### config.mk
export PLATFORM = sky130hd
export DESIGN_NAME = led_chase_ctrl_flat
export DESIGN_NICKNAME = d
export VERILOG_FILES = /design/src/rtl/led_chase_if.sv /design/src/rtl/led_chase_ctrl.sv /design/src/flat_wrapper.sv
export SDC_FILE = /design/constraint.sdc
export NUM_CORES = 1
export LEC_CHECK = 0
export CORE_MARGIN = 8
export CORE_UTILIZATION = 57
export CTS_CLUSTER_DIAMETER = 150
export DETAILED_ROUTE_END_ITERATION = 10
export PLACE_DENSITY_LB_ADDON = 0.3
export SETUP_SLACK_MARGIN = 0.4
export SLEW_MARGIN = 25
export SYNTH_ARGS = -nofsm -noshare
export SYNTH_HDL_FRONTEND = slang
export SYNTH_SLANG_ARGS = --single-unit
### constraint.sdc
create_clock -name clk -period 2.5 [get_ports clk]
set_clock_uncertainty 0.2 [all_clocks]
set_input_delay 0.5 -clock clk [delete_from_list [all_inputs] [get_ports clk]]
set_output_delay 0.5 -clock clk [all_outputs]
set_load 0.01 [all_outputs]
### src/rtl/led_chase_if.sv
// Signal bundle between the board I/O (buttons, switches) and the LED chase controller.
// There is no handshake: inputs are levels or raw buttons, and step_o is the only event strobe (one cycle per position change).
interface led_chase_if;
    logic       run;
    logic [1:0] mode;
    logic       btn_dir;
    logic       btn_speed;
    logic [3:0] led;
    logic       dir_o;
    logic [1:0] speed_o;
    logic       step_o;
    logic [1:0] state_o;

    modport master (
        output run, mode, btn_dir, btn_speed,
        input  led, dir_o, speed_o, step_o, state_o
    );

    modport slave (
        input  run, mode, btn_dir, btn_speed,
        output led, dir_o, speed_o, step_o, state_o
    );
endinterface

### src/rtl/led_chase_ctrl.sv
// Single-clock four-LED chaser: clock-enable prescaler, debounced buttons and an
// IDLE/ROTATE/BOUNCE/MANUAL mode FSM driving a one-hot LED position.
module led_chase_ctrl #(
    parameter int DEB_CYCLES = 16,
    parameter int PRESC_BASE = 64
) (
    input logic         clk,
    input logic         rst_n,
    led_chase_if.slave  bus
);
    localparam int PW = $clog2(8 * PRESC_BASE);
    localparam int DW = $clog2(DEB_CYCLES + 1);

    typedef enum logic [1:0] {
        S_IDLE   = 2'b00,
        S_ROTATE = 2'b01,
        S_BOUNCE = 2'b10,
        S_MANUAL = 2'b11
    } state_t;

    // Index 0 = direction button, index 1 = speed/step button.
    logic [1:0]    sync1, sync2, level, level_d;
    logic [DW-1:0] cnt [2];
    logic          press_dir, press_spd;

    state_t        state_q, state_d;
    logic          running, manual_st, hold;

    logic [1:0]    pos_q, pos_d;
    logic          dir_q, dir_d;
    logic [1:0]    speed_q, speed_d;
    logic [PW-1:0] presc_q, presc_d, period_m1;
    logic [3:0]    led_q;
    logic          step_q;
    logic          tick, spd_evt, mstep;

    always_ff @(posedge clk) begin
        if (!rst_n) begin
            sync1   <= '0;
            sync2   <= '0;
            level   <= '0;
            level_d <= '0;
            cnt[0]  <= '0;
            cnt[1]  <= '0;
        end else begin
            sync1   <= {bus.btn_speed, bus.btn_dir};
            sync2   <= sync1;
            level_d <= level;
            for (int i = 0; i < 2; i++) begin
                if (sync2[i] == level[i]) begin
                    cnt[i] <= '0;
                end else if (cnt[i] == DW'(DEB_CYCLES)) begin
                    level[i] <= ~level[i];
                    cnt[i]   <= '0;
                end else begin
                    cnt[i] <= cnt[i] + 1'b1;
                end
            end
        end
    end

    // Only the rising edge of the debounced level is an event; releases are ignored.
    assign press_dir = level[0] & ~level_d[0];
    assign press_spd = level[1] & ~level_d[1];

    always_ff @(posedge clk) begin
        if (!rst_n) state_q <= S_IDLE;
        else        state_q <= state_d;
    end

    always_comb begin
        state_d = S_IDLE;
        if (bus.run) begin
            case (bus.mode)
                2'b00:   state_d = S_ROTATE;
                2'b01:   state_d = S_BOUNCE;
                default: state_d = S_MANUAL;
            endcase
        end
    end

    always_comb begin
        bus.state_o = state_q;
        running     = (state_q == S_ROTATE) || (state_q == S_BOUNCE);
        manual_st   = (state_q == S_MANUAL);
        hold        = (state_d == state_q);
    end

    // Moves are suppressed on a state-change edge, so no step pulse can land in IDLE.
    always_comb begin
        period_m1 = PW'((PRESC_BASE << (3 - int'(speed_q))) - 1);
        tick      = running && hold && (presc_q == period_m1);
        spd_evt   = press_spd && !manual_st;
        mstep     = press_spd && manual_st && hold;
        pos_d     = pos_q;
        dir_d     = dir_q;
        speed_d   = speed_q;

        if (tick && state_q == S_BOUNCE && dir_q && pos_q == 2'd3) begin
            pos_d = 2'd2;
            dir_d = 1'b0;
        end else if (tick && state_q == S_BOUNCE && !dir_q && pos_q == 2'd0) begin
            pos_d = 2'd1;
            dir_d = 1'b1;
        end else if (tick || mstep) begin
            pos_d = dir_q ? pos_q + 2'd1 : pos_q - 2'd1;
        end

        if (press_dir) dir_d   = ~dir_d;
        if (spd_evt)   speed_d = speed_q + 2'd1;

        if (!hold || spd_evt || tick || manual_st) presc_d = '0;
        else if (running)                          presc_d = presc_q + 1'b1;
        else                                       presc_d = presc_q;
    end

    always_ff @(posedge clk) begin
        if (!rst_n) begin
            pos_q   <= 2'd0;
            dir_q   <= 1'b1;
            speed_q <= 2'd0;
            presc_q <= '0;
            led_q   <= 4'b0001;
            step_q  <= 1'b0;
        end else begin
            pos_q   <= pos_d;
            dir_q   <= dir_d;
            speed_q <= speed_d;
            presc_q <= presc_d;
            led_q   <= 4'b0001 << pos_d;
            step_q  <= (pos_d != pos_q);
        end
    end

    assign bus.led     = led_q;
    assign bus.dir_o   = dir_q;
    assign bus.speed_o = speed_q;
    assign bus.step_o  = step_q;
endmodule
### src/flat_wrapper.sv
// flat-port wrapper written by rule: the top's interface ports become plain ports
module led_chase_ctrl_flat 
#(
    parameter int DEB_CYCLES = 16,
    parameter int PRESC_BASE = 64
)
  (clk, rst_n, bus_run, bus_mode, bus_btn_dir, bus_btn_speed, bus_led, bus_dir_o, bus_speed_o, bus_step_o, bus_state_o);
  led_chase_if bus_i ();
  input logic clk;
  input logic rst_n;
  input wire logic [$bits(bus_i.run)-1:0] bus_run;
  input wire logic [$bits(bus_i.mode)-1:0] bus_mode;
  input wire logic [$bits(bus_i.btn_dir)-1:0] bus_btn_dir;
  input wire logic [$bits(bus_i.btn_speed)-1:0] bus_btn_speed;
  output wire logic [$bits(bus_i.led)-1:0] bus_led;
  output wire logic [$bits(bus_i.dir_o)-1:0] bus_dir_o;
  output wire logic [$bits(bus_i.speed_o)-1:0] bus_speed_o;
  output wire logic [$bits(bus_i.step_o)-1:0] bus_step_o;
  output wire logic [$bits(bus_i.state_o)-1:0] bus_state_o;
  assign bus_i.run = bus_run;
  assign bus_i.mode = bus_mode;
  assign bus_i.btn_dir = bus_btn_dir;
  assign bus_i.btn_speed = bus_btn_speed;
  assign bus_led = bus_i.led;
  assign bus_dir_o = bus_i.dir_o;
  assign bus_speed_o = bus_i.speed_o;
  assign bus_step_o = bus_i.step_o;
  assign bus_state_o = bus_i.state_o;
  led_chase_ctrl #(.DEB_CYCLES(DEB_CYCLES), .PRESC_BASE(PRESC_BASE)) u_core (.clk(clk), .rst_n(rst_n), .bus(bus_i));
endmodule
==> results of run 1 <==
sequential cells by signal, summed over array words and instances (netlist names):
signal / count
u_core.bus.speed_o: 2
u_core.bus.step_o: 1
u_core.bus.state_o: 2
u_core.bus.led: 4
u_core.cnt: 10
u_core.level: 2
u_core.presc_q: 9
u_core.sync1: 2
u_core.sync2: 2
u_core.pos_q: 2
u_core.level_d: 2
u_core.bus.dir_o: 1
layer usage:
metal	global-route usage (%)	share of wire, %	wire, um	up-vias
met5	0	0	0	-
met4	6.52	2.1	86	0
met3	4.79	6.5	260	9
met2	24.8	46	1850	63
met1	19.8	45	1810	759
li1	-	-	-	826
power by group through the flow:
| stage | sequential [mW] | combinational [mW] | clock [mW] |
|---|---|---|---|
| floorplan | 0.695 | 0.0760 | 0 |
| global placement | 0.702 | 0.108 | 0 |
| detailed placement | 0.703 | 0.110 | 0 |
| CTS | 0.686 | 0.120 | 0.311 |
| global route | 0.688 | 0.140 | 0.339 |
| finish | 0.686 | 0.126 | 0.299 |
cell usage in the layout (no fill, tap or decap), types with 6 or more instances in the layout:
master	Yosys	layout
nand2_1	8	8
buf_4	0	17
xnor2_1	10	8
and2_1	6	6
xor2_1	9	9
conb_1	1	10
nand3_1	17	17
dfxtp_1	29	24
clkdlybuf4s50_1	0	12
ha_1	10	6
edfxtp_1	10	10
inv_1	15	13
nor2_1	35	33
what timing repair did:
action / 4_1_cts / 5_1_grt
gates cloned: 0 / 0
setup buffers: 8 / 3
resized for setup: 18 / 11
pin swaps: 13 / 6
setup endpoints to repair: 8 / 19
cell usage after synthesis, types with 2 or more instances:
cell type,number
and2_1,6
mux2i_1,3
or4_1,2
ha_1,10
a211oi_1,2
clkbuf_1,5
inv_1,15
nand2b_1,3
nor2_1,35
o21ai_0,2
and3_1,2
o2111ai_1,3
nand4_1,5
edfxtp_1,10
nand3_1,17
dfxtp_1,29
nor4_1,2
nor3_1,3
xor2_1,9
o211a_1,2
nor2b_1,5
a41oi_1,2
a21oi_1,4
xnor2_1,10
nand2_1,8
o211ai_1,2
final cells by class:
| type | instances | share of cell area, % |
|---|---|---|
| clock buffer | 8 | 1.90 |
| inverter | 15 | 2.19 |
| multi-input combinational | 163 | 47.3 |
| sequential | 39 | 34.9 |
| tap | 46 | 2.24 |
| timing repair buffer | 33 | 11.4 |
final timing paths:
kind                                    startpoint                            to  slack, ps  depth (start not counted)
hold reg to reg         u_core.sync1[1]$_SDFF_PN0_    u_core.sync2[1]$_SDFF_PN0_        240                          1
setup reg to reg  u_core.bus.state_o[0]$_SDFF_PN0_  u_core.bus.led[0]$_SDFF_PN1_        370                          7
setup / recovery                           bus_run  u_core.bus.led[0]$_SDFF_PN1_        370                          7
hold / removal          u_core.sync1[1]$_SDFF_PN0_    u_core.sync2[1]$_SDFF_PN0_        240                          1
cells by family after synthesis:
logic type / synth area share, %
flops: 44.2
xor+xnor: 8.36
simple gates: 24.6
buf+inv: 4.02
fa+ha+maj: 6.29
other cells: 0.188
mux: 2.20
compound gates: 10.1
worst register-to-register path, cell delays in order, from the launching register on:
cell,delay (ps)
dfxtp_4,360
buf_4,150
nor3b_2,150
o211a_1,240
o211a_1,240
buf_4,140
or4_1,500
nand3_1,80
==> metrics.txt, run 1 <==
synth warn=0; Routed Antenna Nets=0; Pre-antenna DRT Iters=4; slowest stage cell, crit path=or4_1; Max-Cap Viols=0; antenna violations before repair=0; Critical Path AT=2210 ps; final instance area=0.00257 mm2; fin crit share=85.2%; Iter 0 DRT Violations=159; share of power burned in registers=61.7%; Max transition margin=66.9%; Filler cells=237; number of placed cells counting well taps=285; Pins Over Slew Limit=0; Sequential cell area=897 um2; Setup crit end kind=flip-flop; Sw Ratio=24.9%; CP max FO=4; vias after detailed routing=1657; max incr delay on CP=500 ps; Overflow after GRT=0; first-pass GRT wire length=6.94 mm; vias in the first global route=1582; Max H-tree Level=2; Routed WL=4.01 mm; Clk Latency, worst-skew pair=340 ps; synthesized flop and latch total=39; Core Region=0.00334 mm2; Initial Utilization=59.7%; Synth cell types=44; Area contributors post-synth=dfxtp_1 29%, edfxtp_1 15%, nor2_1 6.6%, ha_1 6.3%, xnor2_1 4.4%; gr usage total=15.9%; WP buf/inv=2; clk slew on worst S/H paths=100 ps; CTS tree=built; CP required=2580 ps; WHS=243 ps; Post-Synthesis Cells=214; pwr/cell area=432 mW/mm2; Worst VDD drop=0.375 mV; largest net degree at the start of global routing=21; Hold WC Path Type=reg -> reg; fraction of layout cells with a size suffix above 1=19.0%; Die Wd=75.1 um; Internal Pwr Total=834 uW; Sum Neg Setup Slack=0 ps; measured slew at the worst slew-check pin=491 ps; share of Yosys cell area claimed by the top area cell type=29.2%; count of boundary I/O pins=17; wire per inst=13.2 um; fmax=469 MHz; total CTS buffers=5; CTS Buffer Depth=2; DP Wirelength=2.73 mm; sequential share of the synthesized area=44.2%; hold buffer count at cts=0; Antenna Cells=0; layout overhead on the synthesized area=29.1%; Rows=21; die area=0.00564 mm2; crit path time final=2130 ps; Multi-input gate area=0.00122 mm2; final setup fails=0; status=completed; final estimated routing congestion in global placement=0.914; top_reg_cell synth=dfxtp_1; number of synthesized flops with an enable pin=10; Place WS=-20.9 ps; Switch Pwr=277 uW; crit path kind=in -> reg; die height=75.1 um; syn_area_per_cell=9.30 um2; crit path launch type=primary input; clk sinks=39; LEAKAGE=1.11 nW; combinational fraction of design power=11.4%; Placed Area=0.00231 mm2; Synth async-reset ratio=0%; Non-Filler Instances=304; family with the most delay on the worst path=simple AND/OR/NAND/NOR gates; Hold Vio Cnt, Final=0; Netlist Area Pre-Place=0.00199 mm2; Via density=5.45; total power=1.11 mW; RSZ-0062 raised after global routing=true; Nets=274; DRC viols=0; final worst slack=369 ps; # port buffers=16; CTS root buf=clkbuf_4; cell taking the most area after synthesis=dfxtp_1; Clk pwr share=26.9%; final core utilization=77.0%; Cell Chain, Critical Path=clkdlybuf4s50_1, nand4_1, o31ai_2, o211a_1, buf_4, or4_1, nand3_1
Power figures use the tool's default switching activity.
==> run 2, diff against run 1 <==
- CORE_UTILIZATION: 57 -> 50
==> run 2 against run 1 <==
Effect of this change: final area increased by 3.3%; die area is 11% higher; global-route usage fell by 1.6 points; critical path type is now reg -> out; fmax rose by 2.8%; clock power up 70%; combinational power barely moved; worst hold slack better by 4.8 ps; first-iteration DRC count down 52%; routed wire length up 6.8%; via count shrank 2.2%.
==> metrics.txt, run 2 (synthesis gave the netlist of run 1 again) <==
status=completed; first-pass GRT wire length=7.18 mm; Pre-antenna DRT Iters=6; slowest stage cell, crit path=clkdlybuf4s50_1; Routed WL=4.28 mm; die height=79.1 um; pwr/cell area=498 mW/mm2; total CTS buffers=5; Worst VDD drop=0.426 mV; layout overhead on the synthesized area=33.3%; Routed Antenna Nets=0; DP Wirelength=2.84 mm; commonest non-fill, non-tap cells in the layout=33 x nor2_1, 25 x dfxtp_1, 17 x nand3_1; commonest non-fill, non-tap cell in the layout=nor2_1; r2r startpoint=u_core.bus.speed_o[0]$_SDFFE_PN0P_; Pins Over Slew Limit=0; Hold Vio Cnt, Final=0; fraction of layout cells with a size suffix above 1=19.8%; largest net degree at the start of global routing=21; hold path start=u_core.sync1[1]$_SDFF_PN0_; Cell Chain, Critical Path=clkdlybuf4s50_1; worst reg2reg endpoint=u_core.presc_q[2]$_SDFFE_PP0P_; CTS root buf=clkbuf_8; RSZ-0062 raised after global routing=true; Critical Path AT=1370 ps; Filler cells=315; crit path launch type=flip-flop; reg2reg path depth=11; total power=1.32 mW; Largest Register=u_core.cnt; hold path endpoint=u_core.sync2[1]$_SDFF_PN0_; Setup crit end kind=primary output; fin crit share=82.9%; family with the most delay on the worst path=buffers and inverters; wire per inst=13.9 um; clk sinks=39; die area=0.00626 mm2; crit path kind=reg -> out; crit path time final=2070 ps; DRC viols=0; count of boundary I/O pins=17; max incr delay on CP=600 ps; CP required=1800 ps; R2R setup slack=430 ps; fmax=483 MHz; CTS Buffer Depth=2; CP max FO=8; Overflow after GRT=0; WHS=248 ps; LEAKAGE=1.10 nW; final estimated routing congestion in global placement=0.817; clk slew on worst S/H paths=70 ps; gr usage total=14.3%; vias in the first global route=1575; Max H-tree Level=2; final setup fails=0; CTS tree=built; # port buffers=16; Rows=23; Antenna Cells=0; Hold WC Path Type=reg -> reg; Via density=5.28; Max-Cap Viols=0; Die Wd=79.1 um; Nets=273; max reg flops=10; Iter 0 DRT Violations=77; Initial Utilization=50.9%; WP buf/inv=1; Clk Latency, worst-skew pair=290 ps; antenna violations before repair=0; WHS Path Cells=1; Core Region=0.00391 mm2; vias after detailed routing=1621
==> run 2: cell types whose count changed in the layout (fill, tap and decap cells not counted), sizes merged <==
cell	change
clkbuf	-3
clkinv	+2
buf	-1
dlygate4sd2	+1
clkdlybuf4s50	+1
bufinv	+1
dlymetal6s2s	-2
==> run 2: how the worst max path moves through the flow <==
stage,start,to,slack (ps),depth (start not counted)
after global placement,bus_mode[0],u_core.bus.led[0]$_SDFF_PN1_,2,6
after detailed placement,bus_mode[0],u_core.bus.led[0]$_SDFF_PN1_,-30,6
after global routing,u_core.bus.speed_o[0]$_SDFFE_PN0P_,u_core.presc_q[2]$_SDFFE_PP0P_,320,11
after floorplan,u_core.bus.speed_o[0]$_SDFFE_PN0P_,u_core.bus.led[3]$_SDFF_PN0_,410,7
final,u_core.bus.dir_o$_SDFF_PN1_,bus_dir_o,430,1
after CTS,u_core.bus.speed_o[0]$_SDFFE_PN0P_,u_core.bus.led[2]$_SDFF_PN0_,410,7
==> run 2: repair_timing <==
action / 4_1_cts / 5_1_grt
pin swaps: 10 / 6
setup buffers: 8 / 2
hold buffers: 0 / 0
resized for setup: 21 / 12
endpoints found under the setup margin: 16 / 8
==> run 2: per-layer routing <==
layer | global-route usage, % | vias up | share of wire (%)
li1 | - | 818 | -
met1 | 18.2 | 751 | 45
met2 | 22.5 | 44 | 48
met3 | 4.51 | 8 | 5.4
met4 | 4.44 | 0 | 1.6
met5 | 0 | - | 0
==> run 2: stage by stage <==
step	instances	utilization [%]	TNS [ps]	worst slack, ps	cell area [um2]
floorplan	223	-	0	407	2070
global placement	289	59.1	0	1.52	2310
detailed placement	289	59.1	-31.3	-31.3	2310
CTS	305	66.0	0	409	2580
global route	307	67.8	0	316	2650
finish	307	67.8	0	427	2650
==> run 2: power breakdown <==
group / total, mW / internal (mW) / switching [mW] / leakage (nW)
clock network: 0.507 / 0.292 / 0.215 / 0.0556
registers: 0.686 / 0.663 / 0.0234 / 0.341
logic: 0.128 / 0.0588 / 0.0696 / 0.702
total: 1.32 / 1.01 / 0.308 / 1.10
==> run 2: cell type report <==
type	count	area [um2]	share of cell area, %
Multi-Input combinational cell	163	1240	46.7
Sequential cell	39	896	33.8
Timing Repair Buffer	32	292	11.0
Clock buffer	5	68.8	2.59
Tap cell	50	62.6	2.36
Inverter	15	56.3	2.12
Clock inverter	3	38.8	1.46
==> RTL edit: new RTL, config.mk and constraints of run 2 <==
Make the reset (`rst_n`) asynchronous in 3 clocked blocks.
--- a/src/rtl/led_chase_ctrl.sv
+++ b/src/rtl/led_chase_ctrl.sv
@@ -35,5 +35,5 @@
     logic          tick, spd_evt, mstep;
 
-    always_ff @(posedge clk) begin
+    always_ff @(posedge clk or negedge rst_n) begin
         if (!rst_n) begin
             sync1   <= '0;
@@ -64,5 +64,5 @@
     assign press_spd = level[1] & ~level_d[1];
 
-    always_ff @(posedge clk) begin
+    always_ff @(posedge clk or negedge rst_n) begin
         if (!rst_n) state_q <= S_IDLE;
         else        state_q <= state_d;
@@ -115,5 +115,5 @@
     end
 
-    always_ff @(posedge clk) begin
+    always_ff @(posedge clk or negedge rst_n) begin
         if (!rst_n) begin
             pos_q   <= 2'd0;
Formal check against the unedited RTL: differs if rst_n is asserted again (counterexample within 4 cycles, from zero or initial values and one cycle with rst_n low); with rst_n held inactive, the same outputs for 10 cycles.
==> RTL edit against run 2 <==
Total power increased by 6.3%; global-route usage decreased by 0.081 points; sequential share of layout area increased by 2.8 points; critical path type is now register to register; setup slack got worse by 0.19 ns; cell count decreased by 11%; sequential cell count unchanged; sequential power decreased by 2%; critical path depth increased by 8; largest cell class unchanged; core utilization increased by 0.36 points; wire length increased by 2.3%; design area increased by 1.3%; synthesized area increased by 1.1%.
==> RTL edit: results (changes against run 2) <==
stage,metric,value,unit,change
run_status,status,finished clean,,unchanged
setup_path,rrSetupSlack,0.24,ns,was 0.43 ns
synthesis,synth.area.mux_share,3.79,%,was 2.20%
synthesis,synth_fa_ha_area_share,6.22,%,was 6.29%
global_routing,grt_pass1_wl,7.09,mm,was 7.18 mm
synthesis,synth-xor-area-share,9.08,%,was 8.36%
global_routing,grt_pass1_vias,1540,,was 1575
place,hpwl,2.64,mm,was 2.84 mm
synthesis,synth_compound_area_share,10.6,%,was 10.1%
finish,syn2layout_area_growth,33.6,%,was 33.3%
synthesis,synthArstFlopShare,100,%,was 0%
finish,regArea,982,µm²,was 896 µm²
setup_path,crit_arrival,2.29,ns,was 1.37 ns
power_and_ir_drop,totalPowerFinal,1.40,mW,was 1.32 mW
place,dp_cells,252,,was 289
power_and_ir_drop,ir_drop,0.579,mV,was 0.426 mV
global_routing,met2_usage,24.2,%,was 22.5%
global_routing,grtUsageTotal,14.2,%,was 14.3%
routing,first_pass_iters,4,,was 6
setup_path,r2r_start,u_core.bus.speed_o[0]$_DFFE_PN0P_,,was u_core.bus.speed_o[0]$_SDFFE_PN0P_
power_and_ir_drop,powerClk,0.604,mW,was 0.507 mW
synthesis,synth_area_leaders,"dfrtp_1, ha_1, xnor2_1",,"was dfxtp_1, edfxtp_1, nor2_1"
setup_path,path_max_fanout,4,,was 8
global_routing,grt_max_degree,40,,was 21
finish,clkbuf_count,6,,was 5
routing,routed_wl,4.38,mm,was 4.28 mm
finish,multi_input_area_share,42.9,%,was 46.7%
setup_path,critPathKind,register to register,,was register to primary output
clock_network,post-cts-setup-buffers,11,,was 8
clock_network,cts_resized,22,,was 21
global_routing,gr-usage-met1,16.3,%,was 18.2%
finish,num-multi-input-gates,132,,was 163
synthesis,synth_fp_nets,201,,
synthesis,yosys.cell_types.count,50,,was 44
finish,fill_cells,254,,was 315
routing,first_iter_violations,109,,was 77
worst_hold_path,hp-class,primary input to async pin,,was register to register
synthesis,ys_seq_area_share,48.6,%,was 44.2%
finish,stdcell_count,274,,was 307
routing,m1WireLength,1.83,mm,was 1.94 mm
power_and_ir_drop,p_comb,0.132,mW,was 0.128 mW
place,place_area,2300,µm²,was 2310 µm²
finish,n_all_buffers,34,,was 32
finish,nNonClkInverters,11,,was 15
finish,nNetsFinal,240,,was 273
global_routing,use_met3,4.28,%,was 4.51%
finish,drive_gt1_share,31.7,%,was 19.8%
finish,design.seq.count,39,,unchanged
sta,timing.hold.ws,0.114,ns,was 0.248 ns
setup_path,worstReg2RegEnd,u_core.bus.led[0]$_DFF_PN1_,,was u_core.presc_q[2]$_SDFFE_PP0P_
routing,vias_per_cell,5.42,,was 5.28
finish,multi_input_area,1150,µm²,was 1240 µm²
place,place_ws,-0.160,ns,was -0.0313 ns
routing,route.met2.wl,2.32,mm,was 2.04 mm
synthesis,synth_common_cells,"dfrtp_1, nor2_1, inv_1, xnor2_1",,"was nor2_1, dfxtp_1, nand3_1"
routing,wl_met3,174,µm,was 229 µm
finish,final-nonclk-buf-share,11.8,%,was 11.0%
## RTL edit: cell count changes after synthesis, moves of 4 or more
cell	change
inv_1	-4
nand4_1	-4
nand3_1	-8
dfxtp_1	-29
edfxtp_1	-10
nor2_1	-14
dfrtp_1	+37
## RTL edit: worst max-delay path by stage
stage                                          endpoint  slack [ns]
after floorplan           u_core.presc_q[7]$_DFFE_PN0P_        0.29
after global placement       u_core.bus.dir_o$_DFF_PN1_       -0.12
after detailed placement  u_core.presc_q[4]$_DFFE_PN0P_       -0.16
after CTS                   u_core.bus.led[0]$_DFF_PN1_        0.25
after global routing          u_core.pos_q[1]$_DFF_PN0_        0.17
final                       u_core.bus.led[0]$_DFF_PN1_        0.24
## RTL edit: critical path, stage by stage, from the launching register on
cell and delay [ns]:
dfrtp_1 0.40, inv_2 0.08, ha_4 0.18, xnor2_4 0.13, mux2i_4 0.22, buf_6 0.14, a2111oi_4 0.38, buf_4 0.19
o21ai_1 0.07, a31o_1 0.21
